[src/rtl/serial_addsub_ctrl_if.sv]
// rtl/serial_addsub_ctrl_if.sv - operand/result bundle for the bit-serial add/sub sequencer
// master drives the request side, slave (the sequencer) drives status and results.
interface serial_addsub_ctrl_if #(
  parameter int WIDTH = 32
);
  logic             start;
  logic             sub;
  logic [WIDTH-1:0] a;
  logic [WIDTH-1:0] b;
  logic             busy;
  logic             done;
  logic [WIDTH-1:0] r;
  logic             co;
  logic             ov;
  logic             zero;

  modport master (
    output start, sub, a, b,
    input  busy, done, r, co, ov, zero
  );

  modport slave (
    input  start, sub, a, b,
    output busy, done, r, co, ov, zero
  );
endinterface

[src/rtl/serial_addsub_ctrl.sv]
// rtl/serial_addsub_ctrl.sv - bit-serial add/subtract sequencer around one 1-bit full adder
// Operands shift out LSB first; a carry flop links consecutive bit cycles.
module serial_addsub_full_adder (
  input  logic i_a,
  input  logic i_b,
  input  logic i_c,
  output logic o_s,
  output logic o_co
);
  assign o_s  = i_a ^ i_b ^ i_c;
  assign o_co = (i_a & i_b) | (i_a & i_c) | (i_b & i_c);
endmodule

module serial_addsub_ctrl #(
  parameter int WIDTH = 32
) (
  input  logic                 i_clk,
  input  logic                 i_rst,
  serial_addsub_ctrl_if.slave  io_bus
);
  localparam int CW = $clog2(WIDTH);
  localparam logic [CW-1:0] LAST   = CW'(WIDTH - 1);
  localparam logic [CW-1:0] PENULT = CW'(WIDTH - 2);

  typedef enum logic [1:0] {S_IDLE, S_RUN, S_FIN} state_t;

  state_t           r_state;
  logic [WIDTH-1:0] r_a_sh;
  logic [WIDTH-1:0] r_b_sh;
  logic [WIDTH-2:0] r_s_sh;
  logic             r_carry;
  logic             r_c_msb_in;
  logic [CW-1:0]    r_cnt;
  logic             r_busy;
  logic             r_done;
  logic [WIDTH-1:0] r_r;
  logic             r_co;
  logic             r_ov;
  logic             r_zero;

  logic             w_s;
  logic             w_co;
  logic [WIDTH-1:0] w_sum;

  serial_addsub_full_adder u_fa (
    .i_a  (r_a_sh[0]),
    .i_b  (r_b_sh[0]),
    .i_c  (r_carry),
    .o_s  (w_s),
    .o_co (w_co)
  );

  // New sum bit enters at the top; the low WIDTH-1 bits already collected sit below it.
  assign w_sum = {w_s, r_s_sh};

  always_ff @(posedge i_clk) begin
    if (i_rst) begin
      r_state    <= S_IDLE;
      r_a_sh     <= '0;
      r_b_sh     <= '0;
      r_s_sh     <= '0;
      r_carry    <= 1'b0;
      r_c_msb_in <= 1'b0;
      r_cnt      <= '0;
      r_busy     <= 1'b0;
      r_done     <= 1'b0;
      r_r        <= '0;
      r_co       <= 1'b0;
      r_ov       <= 1'b0;
      r_zero     <= 1'b1;
    end else begin
      case (r_state)
        S_IDLE, S_FIN: begin
          r_done <= 1'b0;
          if (io_bus.start) begin
            // Subtraction is A + ~B + 1: invert B up front and seed the carry with 1.
            r_a_sh  <= io_bus.a;
            r_b_sh  <= io_bus.b ^ {WIDTH{io_bus.sub}};
            r_carry <= io_bus.sub;
            r_cnt   <= '0;
            r_busy  <= 1'b1;
            r_state <= S_RUN;
          end else begin
            r_state <= S_IDLE;
          end
        end
        S_RUN: begin
          r_s_sh  <= w_sum[WIDTH-1:1];
          r_a_sh  <= r_a_sh >> 1;
          r_b_sh  <= r_b_sh >> 1;
          r_carry <= w_co;
          r_cnt   <= r_cnt + 1'b1;
          if (r_cnt == PENULT) begin
            r_c_msb_in <= w_co;
          end
          if (r_cnt == LAST) begin
            r_r     <= w_sum;
            r_co    <= w_co;
            r_ov    <= r_c_msb_in ^ w_co;
            r_zero  <= (w_sum == '0);
            r_busy  <= 1'b0;
            r_done  <= 1'b1;
            r_state <= S_FIN;
          end
        end
        default: r_state <= S_IDLE;
      endcase
    end
  end

  assign io_bus.busy = r_busy;
  assign io_bus.done = r_done;
  assign io_bus.r    = r_r;
  assign io_bus.co   = r_co;
  assign io_bus.ov   = r_ov;
  assign io_bus.zero = r_zero;
endmodule
[src/flat_wrapper.sv]
// flat-port wrapper written by rule: the top's interface ports become plain ports
module serial_addsub_ctrl_flat 
#(
  parameter int WIDTH = 32
)
  (i_clk, i_rst, io_bus_start, io_bus_sub, io_bus_a, io_bus_b, io_bus_busy, io_bus_done, io_bus_r, io_bus_co, io_bus_ov, io_bus_zero);
  serial_addsub_ctrl_if #(.WIDTH(WIDTH)) io_bus_i ();
  input  logic i_clk;
  input  logic i_rst;
  input wire logic [$bits(io_bus_i.start)-1:0] io_bus_start;
  input wire logic [$bits(io_bus_i.sub)-1:0] io_bus_sub;
  input wire logic [$bits(io_bus_i.a)-1:0] io_bus_a;
  input wire logic [$bits(io_bus_i.b)-1:0] io_bus_b;
  output wire logic [$bits(io_bus_i.busy)-1:0] io_bus_busy;
  output wire logic [$bits(io_bus_i.done)-1:0] io_bus_done;
  output wire logic [$bits(io_bus_i.r)-1:0] io_bus_r;
  output wire logic [$bits(io_bus_i.co)-1:0] io_bus_co;
  output wire logic [$bits(io_bus_i.ov)-1:0] io_bus_ov;
  output wire logic [$bits(io_bus_i.zero)-1:0] io_bus_zero;
  assign io_bus_i.start = io_bus_start;
  assign io_bus_i.sub = io_bus_sub;
  assign io_bus_i.a = io_bus_a;
  assign io_bus_i.b = io_bus_b;
  assign io_bus_busy = io_bus_i.busy;
  assign io_bus_done = io_bus_i.done;
  assign io_bus_r = io_bus_i.r;
  assign io_bus_co = io_bus_i.co;
  assign io_bus_ov = io_bus_i.ov;
  assign io_bus_zero = io_bus_i.zero;
  serial_addsub_ctrl #(.WIDTH(WIDTH)) u_core (.i_clk(i_clk), .i_rst(i_rst), .io_bus(io_bus_i));
endmodule
[config.mk]
export PLATFORM = sky130hd
export DESIGN_NAME = serial_addsub_ctrl_flat
export DESIGN_NICKNAME = d
export VERILOG_FILES = /design/src/rtl/serial_addsub_ctrl_if.sv /design/src/rtl/serial_addsub_ctrl.sv /design/src/flat_wrapper.sv
export SDC_FILE = /design/constraint.sdc
export NUM_CORES = 1
export LEC_CHECK = 0
export CAP_MARGIN = 20
export CORE_UTILIZATION = 35
export CTS_CLUSTER_DIAMETER = 80
export DETAILED_ROUTE_END_ITERATION = 8
export GPL_ROUTABILITY_DRIVEN = 0
export GPL_TIMING_DRIVEN = 0
export PLACE_DENSITY_LB_ADDON = 0.08
export SLEW_MARGIN = 20
export SYNTH_ARGS = -nofsm -noshare
export SYNTH_HDL_FRONTEND = slang
export SYNTH_HIERARCHICAL = 1
export SYNTH_SLANG_ARGS = --single-unit
export TNS_END_PERCENT = 30
[constraint.sdc]
create_clock -name i_clk -period 1.6 [get_ports i_clk]
set_input_delay 0.32 -clock i_clk [delete_from_list [all_inputs] [get_ports i_clk]]
set_output_delay 0.32 -clock i_clk [all_outputs]
set_load 0.05 [all_outputs]
==> flow_summary.json <==
{
  "ys_types": 29,
  "dr.pass1.iters": 5,
  "path_class": "flop to flop",
  "max_freq_mhz": 631,
  "crit_family": "simple AND/OR/NAND/NOR gates",
  "viasPerCell": 4.93,
  "crit_end": "u_core/io_bus.r[19]",
  "syn_avg_cell_area_sq_um": 8.34,
  "hold_path.class": "input port to flop",
  "synth_fp_nets": 743,
  "fin_skew_ns": 0.00494,
  "ys_async_sr_fraction_pct": 0,
  "critPathMaxStageDelay_ns": 0.36,
  "place_area_sq_um": 6880,
  "first_global_vias": 4792,
  "grt_setup_unrepaired": "true",
  "period_minus_slack_ns": 1.58,
  "r2r-start": "u_core/r_cnt[0]",
  "postSynthCellCount": 671,
  "crit_slowest_cell": "dfxtp_4",
  "cts_tree": "built",
  "synth_area_sq_um": 5600,
  "clockBufferDepth": 2,
  "yosys-top-cells-area": "dfxtp_1, nand2_1, a21oi_1",
  "p_switching_mw": 2.01,
  "groute.usage.overall_pct": 18.0,
  "ys.flop_type": "dfxtp_1",
  "cts_inserted_buffers": 17,
  "design_area_sq_um": 7680,
  "arrival_ns": 1.87,
  "timing.final.hold_violations": 0,
  "yosys_warnings": 6,
  "setup_violations": 0,
  "worstPathMaxFanout": 8,
  "ff2ff_setup_slack_ns": 0.02,
  "synth_mux_area_share_pct": 0.358,
  "ant_nets": 0,
  "clock_latency_ns": 0.42,
  "start_util_pct": 36.3,
  "layout_setup_ws_ns": 0.0161,
  "core_area_sq_um": 15400,
  "seq_area_frac_synth_pct": 50.4,
  "die_y_um": 128,
  "die_x_um": 128,
  "cp.required_ns": 1.88,
  "min_path_cells": 4,
  "die_area_sq_um": 16500,
  "worst-path-stages": 8,
  "p_comb_share_pct": 9.6,
  "power_density_nw_per_um2": 1160,
  "synth_xor_area_share_pct": 5.16,
  "grt_max_degree": 17,
  "layout-drive-gt1-share_pct": 16.6,
  "htree_num_levels": 4,
  "p_seq_share_pct": 41.8,
  "vias": 5050,
  "routed_wl_um": 14700,
  "fin_crit_sh_pct": 99.0,
  "drtIter0Drc": 257,
  "synth_top_area_share_pct": 50.4,
  "leakage_nw": 2.79,
  "grt-ovfl-total": 0,
  "clk_pin_slew_worst_paths_ns": 0.06,
  "area_growth_pct": 37.2,
  "slew_violations": 0,
  "synth_area_leader_cell": "dfxtp_1",
  "critPathMostFrequentCell": "ha_4",
  "cp-start-kind": "flop",
  "endpoint_kind": "flop",
  "holdBufCountCts": 0,
  "timing.max_cap.violations": 0,
  "synth-simple-area-share_pct": 16.7,
  "grt_pass1_wl_um": 23100,
  "drcViolationCount": 0,
  "synth_top_family_by_area": "compound AO/OA/AOI/OAI gates",
  "ir_drop_uv": 867,
  "synth_fa_ha_area_share_pct": 1.03,
  "clock-sinks": 141,
  "antenna_cells": 0,
  "outcome": "completed",
  "reg2reg_to": "u_core/io_bus.r[19]",
  "nets": 872,
  "slew_headroom_pct": 57.0,
  "synth_edf_count": 0,
  "path_cells": "ha_4, and3_4, ha_4, and2_4, buf_12, clkbuf_16, nand2_1, a21oi_1",
  "antenna_found_initial": 0,
  "portBuffers": 102,
  "p_int_mw": 6.91,
  "dp_slack_ns": -0.351,
  "routedWlPerCell_um": 14.3,
  "synth-compound-area-share_pct": 21.0,
  "p_clk_share_pct": 48.6,
  "synth-seq-cells": 141,
  "fillers": 1511,
  "crit_buf_inv": 2,
  "io_pins": 105,
  "switching_share_pct": 22.5,
  "place_hpwl_um": 10100,
  "cp-startpoint": "u_core/r_cnt[0]",
  "r2r_cells": 8,
  "tightestPinTransition_ns": 0.645,
  "fp-row-count": 45,
  "cts_root_buf": "clkbuf_16"
}
per-stage QoR:
stage	std cells	utilization, %	hold WS (ns)	setup TNS, ns	power, mW
finish	1024	49.8	0.414	0	8.91
global route	1024	49.8	0.448	-0.141	9.26
CTS	1016	49.3	0.414	-0.00597	9.02
detailed placement	984	44.6	0.445	-23.78	4.65
global placement	984	44.6	0.442	-20.45	4.63
floorplan	671	-	0.432	0	4.29
Yosys cell counts, types with 2 or more instances:
| master | count |
|---|---|
| buf_6 | 5 |
| ha_1 | 3 |
| dfxtp_1 | 141 |
| mux2i_1 | 2 |
| nand2_1 | 192 |
| inv_1 | 2 |
| nor4_1 | 8 |
| nand4_1 | 4 |
| a22oi_1 | 66 |
| clkbuf_1 | 25 |
| a21oi_1 | 132 |
| xor2_1 | 32 |
| buf_4 | 3 |
| buf_2 | 24 |
| nor2_1 | 18 |
power by group through the flow:
stage | Clock [mW] | Combinational [mW] | Sequential, mW
4_1_cts | 4.43 | 0.856 | 3.73
5_1_grt | 4.58 | 0.942 | 3.74
2_1_floorplan | 0 | 0.506 | 3.79
6_report | 4.33 | 0.857 | 3.73
3_3_place_gp | 0 | 0.833 | 3.79
3_5_place_dp | 0 | 0.849 | 3.80
flip-flops by register name, summed over array words and instances, names as in the netlist, 2 cells and up:
| name | flops |
|---|---|
| u_core/io_bus.r | 32 |
| u_core/r_state | 2 |
| u_core/r_a_sh | 32 |
| u_core/r_cnt | 5 |
| u_core/r_s_sh | 31 |
| u_core/r_b_sh | 32 |
layout by cell type, fill, tap and decap left out, types with 3 or more instances in the layout:
master	n
clkdlybuf4s15_1	5
dfxtp_1	137
clkdlybuf4s50_1	65
nand4_1	4
a21oi_2	4
a21oi_1	128
clkbuf_16	19
nor2_1	18
buf_4	11
xor2_1	32
clkdlybuf4s15_2	13
buf_2	22
nor4_1	7
nand2_1	183
clkbuf_8	3
nand2_2	9
clkbuf_1	21
clkbuf_2	23
clkinv_2	5
bufinv_16	5
a22oi_1	66
worst min path at each step:
| stage | from | end | slack [ns] |
|---|---|---|---|
| 2_1_floorplan | u_core/r_b_sh[29] | u_core/r_b_sh[29] | 0.43 |
| 3_3_place_gp | u_core/r_a_sh[3] | u_core/r_a_sh[3] | 0.44 |
| 3_5_place_dp | u_core/r_b_sh[29] | u_core/r_b_sh[29] | 0.45 |
| 4_1_cts | io_bus_sub | u_core/r_b_sh[0] | 0.41 |
| 5_1_grt | io_bus_sub | u_core/r_b_sh[0] | 0.45 |
| 6_report | io_bus_sub | u_core/r_b_sh[0] | 0.41 |
cell type report:
| type | count | area, sq um | area share [%] |
|---|---|---|---|
| Buffer | 57 | 322 | 4.19 |
| Timing Repair Buffer | 110 | 1030 | 13.5 |
| Clock buffer | 20 | 467 | 6.08 |
| Multi-Input combinational cell | 471 | 2560 | 33.4 |
| Tap cell | 211 | 264 | 3.44 |
| Inverter | 2 | 7.51 | 0.0977 |
| Sequential cell | 141 | 2830 | 36.9 |
| Clock inverter | 12 | 190 | 2.48 |
logic make-up (layout without fill, tap and decap cells):
logic type                 Yosys count  in the layout
xor gates and xnor gates            33             33
muxes                                2              2
DFF                                141            141
adders and majority gates            4              4
and+or+nand+nor                    231            231
buffers and inverters               59            201
AOI/OAI and AO/OA                  201            201
metal layers:
| layer | track usage [%] | up-vias | routed length [um] |
|---|---|---|---|
| li1 | - | 2540 | - |
| met1 | 21.7 | 2397 | 6690 |
| met2 | 30.4 | 99 | 7160 |
| met3 | 4.70 | 14 | 607 |
| met4 | 7.47 | 0 | 206 |
| met5 | 0 | - | 0 |
worst register-to-register path, cell delays in order, from the launching register on:
cell and delay [ns]:
dfxtp_4 0.36, ha_4 0.16, and3_4 0.18, ha_4 0.17, and2_4 0.15, buf_12 0.14
clkbuf_16 0.15, nand2_1 0.07, a21oi_1 0.06
timing repair:
item	in CTS	in global routing
pin swaps	2	0
endpoints found under the setup margin	70	62
buffers inserted	0	4
cloned	0	4
gates resized for setup	101	50
Power figures use the tool's default switching activity.
